`config.mk`:
```
export PLATFORM = sky130hd
export DESIGN_NAME = operand_fetch
export DESIGN_NICKNAME = d
export VERILOG_FILES = /design/src/rtl/operand_fetch.sv
export SDC_FILE = /design/constraint.sdc
export NUM_CORES = 1
export LEC_CHECK = 0
export CORE_ASPECT_RATIO = 1.75
export CORE_MARGIN = 2
export CORE_UTILIZATION = 48
export DETAILED_ROUTE_END_ITERATION = 10
export GPL_ROUTABILITY_DRIVEN = 0
export GPL_TIMING_DRIVEN = 0
export PLACE_DENSITY = 0.85
export REMOVE_ABC_BUFFERS = 1
export SYNTH_ARGS = -nofsm -noshare
export SYNTH_HDL_FRONTEND = slang
export SYNTH_SLANG_ARGS = --single-unit
```
`constraint.sdc`:
```
create_clock -name clk -period 3.9 [get_ports clk]
set_input_delay 0.78 -clock clk [delete_from_list [all_inputs] [get_ports clk]]
set_output_delay 0.78 -clock clk [all_outputs]
set_load 0.005 [all_outputs]
```
`src/rtl/operand_fetch.sv`:
```
// rtl/operand_fetch.sv - MSP430 format I two-operand fetch sequencer
module operand_fetch (
    input  logic        clk,
    input  logic        rst,
    input  logic        start,
    input  logic [3:0]  src_reg,
    input  logic [3:0]  dst_reg,
    input  logic [1:0]  As,
    input  logic        Ad,
    input  logic        BW,
    output logic [3:0]  reg_SA,
    output logic [3:0]  reg_DA,
    output logic [1:0]  As_out,
    input  logic [15:0] Sout,
    input  logic [15:0] Dout,
    input  logic [15:0] pc_in,
    output logic        mem_rd,
    output logic [15:0] mem_addr,
    input  logic        mem_ack,
    input  logic [15:0] mem_data,
    output logic        pc_inc,
    output logic        wb_req,
    output logic [3:0]  wb_reg,
    output logic [15:0] wb_data,
    output logic        op_valid,
    input  logic        op_ready,
    output logic [15:0] src_op,
    output logic [15:0] dst_op,
    output logic [15:0] dst_addr,
    output logic        busy
);

    typedef enum logic [2:0] {IDLE, SRC_EXT, SRC_MEM, DST_EXT, DST_MEM, OUT} state_t;

    state_t      state_q, state_d;
    logic [3:0]  src_q, src_d, dst_q, dst_d;
    logic [1:0]  as_q, as_d;
    logic        ad_q, ad_d, bw_q, bw_d;
    logic [15:0] addr_q, addr_d;
    logic [15:0] src_op_q, src_op_d, dst_op_q, dst_op_d, dst_addr_q, dst_addr_d;
    logic        pc_inc_q, pc_inc_d;
    logic        accept, src_done, ad_now, autoinc;
    logic [15:0] ext_addr;

    // Byte operations take the addressed half of the word, zero-extended.
    function automatic logic [15:0] byte_sel(input logic [15:0] d, input logic bw, input logic hi);
        if (!bw) return d;
        return hi ? {8'h00, d[15:8]} : {8'h00, d[7:0]};
    endfunction

    // In the start cycle the register file must already see the new fields.
    assign accept   = (state_q == IDLE) && start;
    assign reg_SA   = accept ? src_reg : src_q;
    assign reg_DA   = accept ? dst_reg : dst_q;
    assign As_out   = accept ? As : as_q;
    // While pc_inc is pulsing the register file still shows the old PC;
    // anticipate the increment so an extension-word address never moves.
    assign ext_addr = pc_in + (pc_inc_q ? 16'd2 : 16'd0);
    assign autoinc  = (as_q == 2'b11) && (src_q != 4'd0) && (src_q != 4'd2) && (src_q != 4'd3);

    assign busy     = (state_q != IDLE);
    assign op_valid = (state_q == OUT);
    assign pc_inc   = pc_inc_q;
    assign src_op   = src_op_q;
    assign dst_op   = dst_op_q;
    assign dst_addr = dst_addr_q;

    // Next-state, memory requests and write-back pulses for each fetch phase.
    always_comb begin
        state_d    = state_q;
        src_d      = src_q;
        dst_d      = dst_q;
        as_d       = as_q;
        ad_d       = ad_q;
        bw_d       = bw_q;
        addr_d     = addr_q;
        src_op_d   = src_op_q;
        dst_op_d   = dst_op_q;
        dst_addr_d = dst_addr_q;
        pc_inc_d   = 1'b0;
        mem_rd     = 1'b0;
        mem_addr   = 16'h0000;
        wb_req     = 1'b0;
        wb_reg     = 4'h0;
        wb_data    = 16'h0000;
        src_done   = 1'b0;
        ad_now     = ad_q;
        case (state_q)
            IDLE: begin
                if (start) begin
                    src_d  = src_reg;
                    dst_d  = dst_reg;
                    as_d   = As;
                    ad_d   = Ad;
                    bw_d   = BW;
                    ad_now = Ad;
                    if (src_reg == 4'd3 || (src_reg == 4'd2 && As[1]) || As == 2'b00) begin
                        src_op_d = Sout;
                        src_done = 1'b1;
                    end else if (As == 2'b01 || (src_reg == 4'd0 && As == 2'b11)) begin
                        state_d = SRC_EXT;
                    end else begin
                        addr_d  = Sout;
                        state_d = SRC_MEM;
                    end
                end
            end
            SRC_EXT: begin
                mem_rd   = 1'b1;
                mem_addr = ext_addr;
                if (mem_ack) begin
                    pc_inc_d = 1'b1;
                    if (as_q == 2'b11) begin
                        src_op_d = byte_sel(mem_data, bw_q, ext_addr[0]);
                        src_done = 1'b1;
                    end else begin
                        addr_d  = mem_data + ((src_q == 4'd2) ? 16'h0000 : Sout);
                        state_d = SRC_MEM;
                    end
                end
            end
            SRC_MEM: begin
                mem_rd   = 1'b1;
                mem_addr = addr_q;
                if (mem_ack) begin
                    src_op_d = byte_sel(mem_data, bw_q, addr_q[0]);
                    src_done = 1'b1;
                    if (autoinc) begin
                        wb_req  = 1'b1;
                        wb_reg  = src_q;
                        wb_data = Sout + ((bw_q && (src_q >= 4'd4)) ? 16'd1 : 16'd2);
                    end
                end
            end
            DST_EXT: begin
                mem_rd   = 1'b1;
                mem_addr = ext_addr;
                if (mem_ack) begin
                    pc_inc_d = 1'b1;
                    addr_d   = mem_data + ((dst_q == 4'd2) ? 16'h0000 : Dout);
                    state_d  = DST_MEM;
                end
            end
            DST_MEM: begin
                mem_rd   = 1'b1;
                mem_addr = addr_q;
                if (mem_ack) begin
                    dst_op_d   = byte_sel(mem_data, bw_q, addr_q[0]);
                    dst_addr_d = addr_q;
                    state_d    = OUT;
                end
            end
            OUT: begin
                if (op_ready) state_d = IDLE;
            end
            default: state_d = IDLE;
        endcase
        if (src_done) begin
            if (ad_now) begin
                state_d = DST_EXT;
            end else begin
                dst_op_d   = Dout;
                dst_addr_d = 16'h0000;
                state_d    = OUT;
            end
        end
    end

    // State and datapath registers; reset abandons any read in flight.
    always_ff @(posedge clk or posedge rst) begin
        if (rst) begin
            state_q    <= IDLE;
            src_q      <= 4'h0;
            dst_q      <= 4'h0;
            as_q       <= 2'b00;
            ad_q       <= 1'b0;
            bw_q       <= 1'b0;
            addr_q     <= 16'h0000;
            src_op_q   <= 16'h0000;
            dst_op_q   <= 16'h0000;
            dst_addr_q <= 16'h0000;
            pc_inc_q   <= 1'b0;
        end else begin
            state_q    <= state_d;
            src_q      <= src_d;
            dst_q      <= dst_d;
            as_q       <= as_d;
            ad_q       <= ad_d;
            bw_q       <= bw_d;
            addr_q     <= addr_d;
            src_op_q   <= src_op_d;
            dst_op_q   <= dst_op_d;
            dst_addr_q <= dst_addr_d;
            pc_inc_q   <= pc_inc_d;
        end
    end

endmodule

```
==> impl_metrics.yaml <==
sta:
  worstMarginPinSlew_ns: 1.29
  maxSlewHeadroom_pct: 13.5
  worst_clock_skew_ns: 0.00783
  setup_viol: 0
  hold_violations: 0
  max_freq_mhz: 256
  min_period_over_period_pct: 100
  drv_slew: 0
  period_minus_slack_ns: 3.90
  rsz0062_at_grt: "true"
yosys:
  async_reset_ff_share_pct: 100
  syn_area_sq_um: 5840
  synth_edf_count: 0
  synthDistinctLibCells: 63
  yosys_warnings: 0
  post_synth_inst_count: 696
  avgSynthCellArea_sq_um: 8.39
  ys_seq_elements: 80
  synth_top_flop_cell: "dfrtp_1"
  synth.yosys.seq_area_share_pct: 34.3
pwr:
  switching_power_mw: 2.40
  combPwrFrac_pct: 58.5
  p_leak_nw: 3.41
  cell_internal_pwr_mw: 3.49
  power_density_nw_per_um2: 718
  clock_power_share_pct: 14.9
  seqPwrFrac_pct: 26.6
  totalPowerFinal_mw: 5.89
  irDropWorstVdd_mv: 0.501
  p_sw_share_pct: 40.7
clocking:
  cts_tree: "yes"
  cts_max_level: 3
  clock_sinks: 80
  cts.clk_slew.worst_paths_ns: 0.05
  clk_latency_ns: 0.34
  clockBufferDepth: 2
  cts_buffers: 9
  root_buffer: "clkbuf_16"
  hold_buffers: 0
layout:
  n_antenna_cell: 0
  fin_area_sq_um: 8200
  final_layout_size_suffix_gt1_share_pct: 11.4
  nets: 966
  mostFrequentLayoutCells: "clkdlybuf4s50_1, nand2_1, dfrtp_1, a21oi_1, nor2_1"
  area_growth_pct: 40.4
  layout_commonest_cell: "clkdlybuf4s50_1"
route:
  postRouteAntennaNets: 0
  wl_per_cell_um: 19.1
  first_pass_iters: 5
  drc_errors: 0
  wl_um: 19200
  viasPerCell: 5.87
  drt_iter0_markers: 444
  via_count: 5884
global_route:
  grt_max_degree: 45
  grt_remaining_overflow: 0
  grt_pass1_vias: 5814
  grt.total_usage_pct: 29.2
  antenna_found_initial: 0
  grt_pass1_wl_um: 29600
worst_setup_path:
  critPathLaunchType: "input port"
  cp.required_ns: 3.12
  cp_data_arrival_time_ns: 3.12
  endpoint_kind: "output port"
  critPathKind: "input port to output port"
  crit_fanout: 4
die:
  die_x_um: 87.4
  die_h_um: 150
  rows: 53
  fp.coreArea_sq_um: 11900
  initial_core_util_pct: 48.9
  io_pins: 180
  die_area_sq_um: 13100
outcome:
  outcome: "finished, final reports clean"
place:
  io_buffers: 179
  place_area_sq_um: 7680
  dpl.hpwl_um: 14100
run:
  cap_violations: 0
worst_hold_path:
  hold_path.class: "flip-flop to flip-flop"
[per-stage QoR]
step	setup WS (ns)	setup TNS (ns)	utilization (%)	hold WS, ns	std cells
3_3_place_gp	-1.90	-69.99	63.7	0.463	970
4_1_cts	0.00652	0	67.7	0.491	993
6_report	0.000730	0	68.7	0.487	1003
5_1_grt	-0.0504	-0.0594	68.7	0.504	1003
3_5_place_dp	-0.729	-10.84	64.4	0.476	973
2_1_floorplan	-0.440	-2.03	-	0.456	654
[final cells by class]
class	count	area, sq um
Sequential cell	80	2010
Tap cell	137	171
Timing Repair Buffer	197	1980
Multi-Input combinational cell	562	3690
Inverter	12	47.5
Clock buffer	11	233
Fill cell	936	3730
Clock inverter	4	70.1
[power groups by stage]
stage / Combinational [mW] / Clock [mW] / Sequential (mW)
floorplan: 1.85 / 0 / 1.51
global placement: 3.18 / 0 / 1.56
detailed placement: 3.29 / 0 / 1.58
CTS: 3.37 / 0.892 / 1.55
global route: 3.77 / 0.924 / 1.61
finish: 3.45 / 0.879 / 1.57
[critical path: stages]
cell,delay [ns]
dlygate4sd2_1,0.30
ha_1,0.32
a21oi_2,0.10
nor3b_2,0.23
and3_4,0.25
and2b_2,0.20
nand3_1,0.10
xor2_1,0.16
nor2_1,0.14
clkdlybuf4s50_1,0.55
[repair_timing]
item / 4_1_cts / 5_1_grt
setup endpoints to repair: 41 / 10
buffers inserted: 5 / 8
gates resized for setup: 32 / 13
pin swaps: 3 / 8
hold endpoints to repair: 0 / 0
[registers in the layout, indices dropped and copies added (netlist names)]
register,cells
addr_q,16
dst_addr,16
dst_op,16
src_op,16
dst_q,4
src_q,4
state_q,3
as_q,2
ad_q,1
bw_q,1
pc_inc,1
[synthesized netlist by cell type, drive strengths merged (12+ instances only)]
library cell	count	share of area, %
xor2	24	3.6
dfrtp	80	34
a22o	18	2.7
mux2	18	3.5
nand3	20	1.7
ha	21	4.5
xnor2	14	2.1
buf	25	2.3
nor2	58	3.8
nor2b	13	1.4
clkbuf	17	1.1
inv	12	0.77
a21oi	63	5.6
o21ai	71	6.1
nand2	123	7.9
mux2i	37	6.3
[cells by family (layout without fill, tap and decap cells)]
| logic type | after synthesis | in the layout | share of synthesized area (%) |
|---|---|---|---|
| multiplexers | 55 | 55 | 9.81 |
| AO/OA/AOI/OAI | 193 | 193 | 21.1 |
| adder cells (fa/ha/maj) | 23 | 23 | 5.18 |
| buffers and inverters | 54 | 224 | 4.18 |
| AND/OR/NAND/NOR | 253 | 253 | 19.8 |
| flip-flops | 80 | 80 | 34.3 |
| XOR/XNOR | 38 | 38 | 5.70 |
[layer usage]
layer	vias to the layer above	share of wire, %	global-route usage [%]
li1	2770	-	-
met1	2774	36	32.8
met2	262	51	49.8
met3	78	5.7	3.81
met4	0	6.9	20.8
met5	-	0	0
[worst paths after layout]
| kind | from | to | slack (ns) | depth (start not counted) |
|---|---|---|---|---|
| worst max-delay path | Sout[1] | wb_data[13] | 0.0007 | 10 |
| worst min-delay path | src_op[6] | src_op[6] | 0.49 | 2 |
| worst max register to register | state_q[0] | addr_q[15] | 0.22 | 11 |
| worst min register to register | src_op[6] | src_op[6] | 0.49 | 2 |
| max in group asynchronous | rst | state_q[0] | 2.47 | 3 |
| min in group asynchronous | rst | dst_addr[1] | 0.81 | 2 |
Power figures use the tool's default switching activity.
==> edit 1 (same settings) <==
Reset style: synchronous (`rst`), changed in one clocked block.
--- a/src/rtl/operand_fetch.sv
+++ b/src/rtl/operand_fetch.sv
@@ -167,7 +167,7 @@
     end
 
     // State and datapath registers; reset abandons any read in flight.
-    always_ff @(posedge clk or posedge rst) begin
+    always_ff @(posedge clk) begin
         if (rst) begin
             state_q    <= IDLE;
             src_q      <= 4'h0;
Behaviour: differs if rst is asserted again (counterexample within 4 cycles, from zero or initial values and one cycle with rst high); with rst held inactive, the same outputs for 4 cycles.
==> edit 1 against the original RTL <==
Sequential cell count stayed put; power is 26% lower; wire length is 3.9% higher; setup slack better by 69 ps; area after synthesis is 5.5% lower; die area is 5.3% lower; sequential share of layout area is 3.8 points lower; clock skew is 0.52 ps lower; final area is 5.2% lower; critical path type unchanged; critical endpoint is now mem_addr[12].
==> edit 1: results (changes against the original RTL) <==
- Run status: finished, final reports clean (unchanged).
- The static leakage is 3.06 nW (was 3.41 nW).
- The number of global-route vias before repair came to 6141 (was 5814).
- Cell types with the largest area share after synthesis: sky130_fd_sc_hd__dfxtp_1 29%, sky130_fd_sc_hd__nand2_1 6.8%, sky130_fd_sc_hd__nor2_1 5.2% (was sky130_fd_sc_hd__dfrtp_1 34%, sky130_fd_sc_hd__nand2_1 7.8%, sky130_fd_sc_hd__mux2i_1 6.3%).
- Most frequent cells after synthesis: 100 x sky130_fd_sc_hd__nand2_1, 80 x sky130_fd_sc_hd__dfxtp_1, 77 x sky130_fd_sc_hd__nor2_1, 55 x sky130_fd_sc_hd__a21oi_1, 33 x sky130_fd_sc_hd__o21ai_0 (was 122 x sky130_fd_sc_hd__nand2_1, 80 x sky130_fd_sc_hd__dfrtp_1, 60 x sky130_fd_sc_hd__a21oi_1, 57 x sky130_fd_sc_hd__nor2_1, 55 x sky130_fd_sc_hd__o21ai_0).
- The part of the Yosys area used for sequential elements is 29.0% (was 34.3%).
- The met3 track utilization from global routing was 5.62% (was 3.81%).
- The largest net degree at the start of global routing is 53 (was 45).
- The post-placement setup slack is -702 ps (was -729 ps).
- The family with the most delay on the worst path is buffers and inverters (was simple AND/OR/NAND/NOR gates).
- The tightest slew margin relative to the limit was 16.5% (was 13.5%).
- The met1 layer usage reported by global route was 33.4% (was 32.8%).
- The detailed-route vias per instance is 6.23 (was 5.87).
- The wire length of the first global-routing pass is 30.8 mm (was 29.6 mm).
- The largest driver fanout on the critical path is 3 (was 4).
- The predominant post-synthesis flop cell is sky130_fd_sc_hd__dfxtp_1 (was sky130_fd_sc_hd__dfrtp_1).
- The share of final-layout standard cells stronger than drive strength 1 is 7.47% (was 11.4%).
- The overall global routing resource usage was 30.8% (was 29.2%).
- The net total in the final layout is 970 (was 966).
- The sum of net half-perimeters after detailed placement is 14.3 mm (was 14.1 mm).
- The DRC marker count from the first detailed-route iteration is 605 (was 444).
- The total length of routed wires is 19.9 mm (was 19.2 mm).
- The arrival time reported for the critical path endpoint is 3050 ps (was 3120 ps).
- The fraction of registers with async set or reset after synthesis is 0% (was 100%).
- The met2 usage in global routing came to 54.6% (was 49.8%).
- The worst setup skew after layout was 7.31 ps (was 7.83 ps).
- The standard cell area after detailed placement is 7310 sq um (was 7680 sq um).
==> edit 1: through the flow <==
step                std cells  TNS, ps  hold slack, ps
global placement          979   -18910             443
finish                   1002        0             453
CTS                       997        0             455
floorplan                 668        0             441
global route             1002    -23.4             476
detailed placement        981    -9680             447
==> edit 1: worst register-to-register path, cell delays in order, from the launching register on <==
cell and delay [ps]:
sky130_fd_sc_hd__dfxtp_2 700, sky130_fd_sc_hd__nor2b_4 210, sky130_fd_sc_hd__a21oi_2 700, sky130_fd_sc_hd__a22o_1 230, sky130_fd_sc_hd__ha_1 230, sky130_fd_sc_hd__fa_1 240, sky130_fd_sc_hd__a21o_1 160, sky130_fd_sc_hd__nand4_1 200
sky130_fd_sc_hd__a21oi_1 300, sky130_fd_sc_hd__o21ai_0 200, sky130_fd_sc_hd__mux2i_1 160, sky130_fd_sc_hd__a311oi_1 250
==> edit 1: worst paths after layout <==
path,to,cells past startpoint,from,slack [ps]
min reg2reg,dst_addr[10],2,dst_addr[10],450
max,mem_addr[12],8,pc_in[1],70
max reg2reg,addr_q[14],11,state_q[2],230
min,dst_addr[10],2,dst_addr[10],450
==> edit 1: where the power goes <==
part / switching, mW / total [mW] / internal, mW
clock: 0.331 / 0.922 / 0.591
sequential: 0.190 / 1.19 / 1.00
combinational: 1.18 / 2.23 / 1.05
==> edit 1: final cells by class <==
cell class | count | area [sq um]
Clock buffer | 12 | 256
Clock inverter | 3 | 65.1
Fill cell | 838 | 3390
Inverter | 14 | 52.6
Multi-Input combinational cell | 575 | 3760
Sequential cell | 80 | 1610
Tap cell | 132 | 165
Timing Repair Buffer | 186 | 1860
==> edit 1: cell families after synthesis <==
family,share of synthesized area (%)
simple gates,23.9
compound gates,23.8
flops,29.0
buf+inv,4.62
xor+xnor,6.03
mux,7.14
fa+ha+maj,5.48
==> edit 1: routing by layer <==
| metal | part of all wire, % | vias up |
|---|---|---|
| met4 | 5.4 | 0 |
| met5 | 0 | - |
| met2 | 51 | 371 |
| li1 | - | 2876 |
| met1 | 35 | 2902 |
| met3 | 8.0 | 89 |
==> edit 1: timing repair <==
action	in CTS	in global routing
gates resized for setup	26	12
pin swaps	1	2
setup endpoints to repair	34	23
cloned	0	1
setup buffers	1	4
==> edit 2 (same settings) <==
Made on the original files. Re-encode `state_t` (6 states) as one-hot, 6 bits wide.
--- a/src/rtl/operand_fetch.sv
+++ b/src/rtl/operand_fetch.sv
@@ -30,7 +30,7 @@
     output logic        busy
 );
 
-    typedef enum logic [2:0] {IDLE, SRC_EXT, SRC_MEM, DST_EXT, DST_MEM, OUT} state_t;
+    typedef enum logic [5:0] {IDLE = 6'b000001, SRC_EXT = 6'b000010, SRC_MEM = 6'b000100, DST_EXT = 6'b001000, DST_MEM = 6'b010000, OUT = 6'b100000} state_t;
 
     state_t      state_q, state_d;
     logic [3:0]  src_q, src_d, dst_q, dst_d;
Formal check against the unedited RTL: no difference found for any inputs over 4 cycles, from zero or initial values and one cycle with rst high; so few cycles prove little.
==> edit 2 against the original RTL <==
Wire length up 3.8%; core utilization up 1.4 points; count of clock-buffer cells in the layout up 1; setup slack better by 3.0 ps; clock power about the same; final area down 2.1%; sequential cell count up 3; clock skew down 1.2 ps; area after synthesis down 4.4%; power down 3.2%; via count up 2.6%; critical path type is now reg -> reg; largest power group unchanged.
==> edit 2: results (changes against the original RTL) <==
- The total net switching power is 2.26 mW (was 2.40 mW).
- The count of cells resized by post-cts repair is 22 (was 32).
- The cell total after placement is 946 (was 973).
- The largest net degree at the start of global routing was 64 (was 45).
- Run status: finished, final reports clean (unchanged).
- The detailed-routed wire length on met3 is 1.63 mm (was 1.10 mm).
- The startpoint of the lowest-slack register-to-register path is state_q[1] (was state_q[0]).
- The static leakage is 3.45 nW (was 3.41 nW).
- The met3 track utilization from global routing was 6.27% (was 3.81%).
- The layout sequential cell count is 83 (was 80).
- The non-clock buffer instance count of the final layout is 195 (was 197).
- The sum of net half-perimeters after detailed placement is 14.2 mm (was 14.1 mm).
- The net total in the final layout is 935 (was 966).
- The multi-input gate share of total cell area was 42.8% (was 45.0%).
- The largest driver fanout on the critical path is 15 (was 4).
- The non-filler instance count after layout is 970 (was 1003).
- The sequential share of cell area is 26.0% (was 24.5%).
- The fmax was 0.257 GHz (was 0.256 GHz).
- The maximum vdd ir drop is 0.521 mV (was 0.501 mV).
- The worst setup path endpoint is addr_q[12] (was wb_data[13]).
- The pin slew with the least headroom to its limit is 1040 ps (was 1290 ps).
- The gate count after technology mapping is 665 (was 696).
- The wire length on met1 is 6.74 mm (was 6.93 mm).
- The worst setup skew after layout is 6.63 ps (was 7.83 ps).
- The cell count of the worst reg-to-reg path was 13 (was 11).
- The DRC marker count from the first detailed-route iteration is 750 (was 444).
- The non-clock inverter total of the final layout is 9 (was 12).
- The met1 layer usage reported by global route was 34.3% (was 32.8%).
- The part of the Yosys area used for sequential elements is 37.2% (was 34.3%).
- The layout overhead on the synthesized area is 43.9% (was 40.4%).
[edit 2: worst min path at each step]
stage | depth (start not counted) | slack [ps] | to | from
after detailed placement | 2 | 510 | dst_addr[6] | dst_addr[6]
after CTS | 2 | 530 | dst_addr[6] | dst_addr[6]
final | 2 | 520 | dst_addr[6] | dst_addr[6]
after global placement | 1 | 510 | dst_q[1] | dst_q[1]
after floorplan | 1 | 500 | ad_q | ad_q
after global routing | 1 | 540 | dst_q[1] | dst_q[1]
[edit 2: worst max-delay path, cell delays in order (launching register included)]
cell and delay [ps]:
sky130_fd_sc_hd__dfrtp_1 440, sky130_fd_sc_hd__nor4_4 370, sky130_fd_sc_hd__nand3b_1 210, sky130_fd_sc_hd__buf_4 220, sky130_fd_sc_hd__nor2_4 350, sky130_fd_sc_hd__a22o_1 210
sky130_fd_sc_hd__ha_1 290, sky130_fd_sc_hd__a21o_1 230, sky130_fd_sc_hd__a221oi_4 350, sky130_fd_sc_hd__o211ai_1 220, sky130_fd_sc_hd__a31o_2 290, sky130_fd_sc_hd__a21oi_1 190
sky130_fd_sc_hd__mux2i_1 120, sky130_fd_sc_hd__a311o_1 280
[edit 2: power groups by stage]
stage          Sequential [mW]  Combinational, mW  Clock, mW
6_report                  1.62               3.20      0.876
3_3_place_gp              1.63               2.77          0
2_1_floorplan             1.57               1.54          0
5_1_grt                   1.67               3.45      0.913
3_5_place_dp              1.65               2.92          0
4_1_cts                   1.61               3.06      0.876
[edit 2: kinds of logic after synthesis]
| family | after synthesis | synth area share, % |
|---|---|---|
| and+or+nand+nor | 262 | 22.0 |
| buffers and inverters | 48 | 3.70 |
| muxes | 32 | 6.03 |
| DFF | 83 | 37.2 |
| adders and majority gates | 22 | 5.20 |
| AOI/OAI and AO/OA | 178 | 19.6 |
| xor gates and xnor gates | 40 | 6.28 |
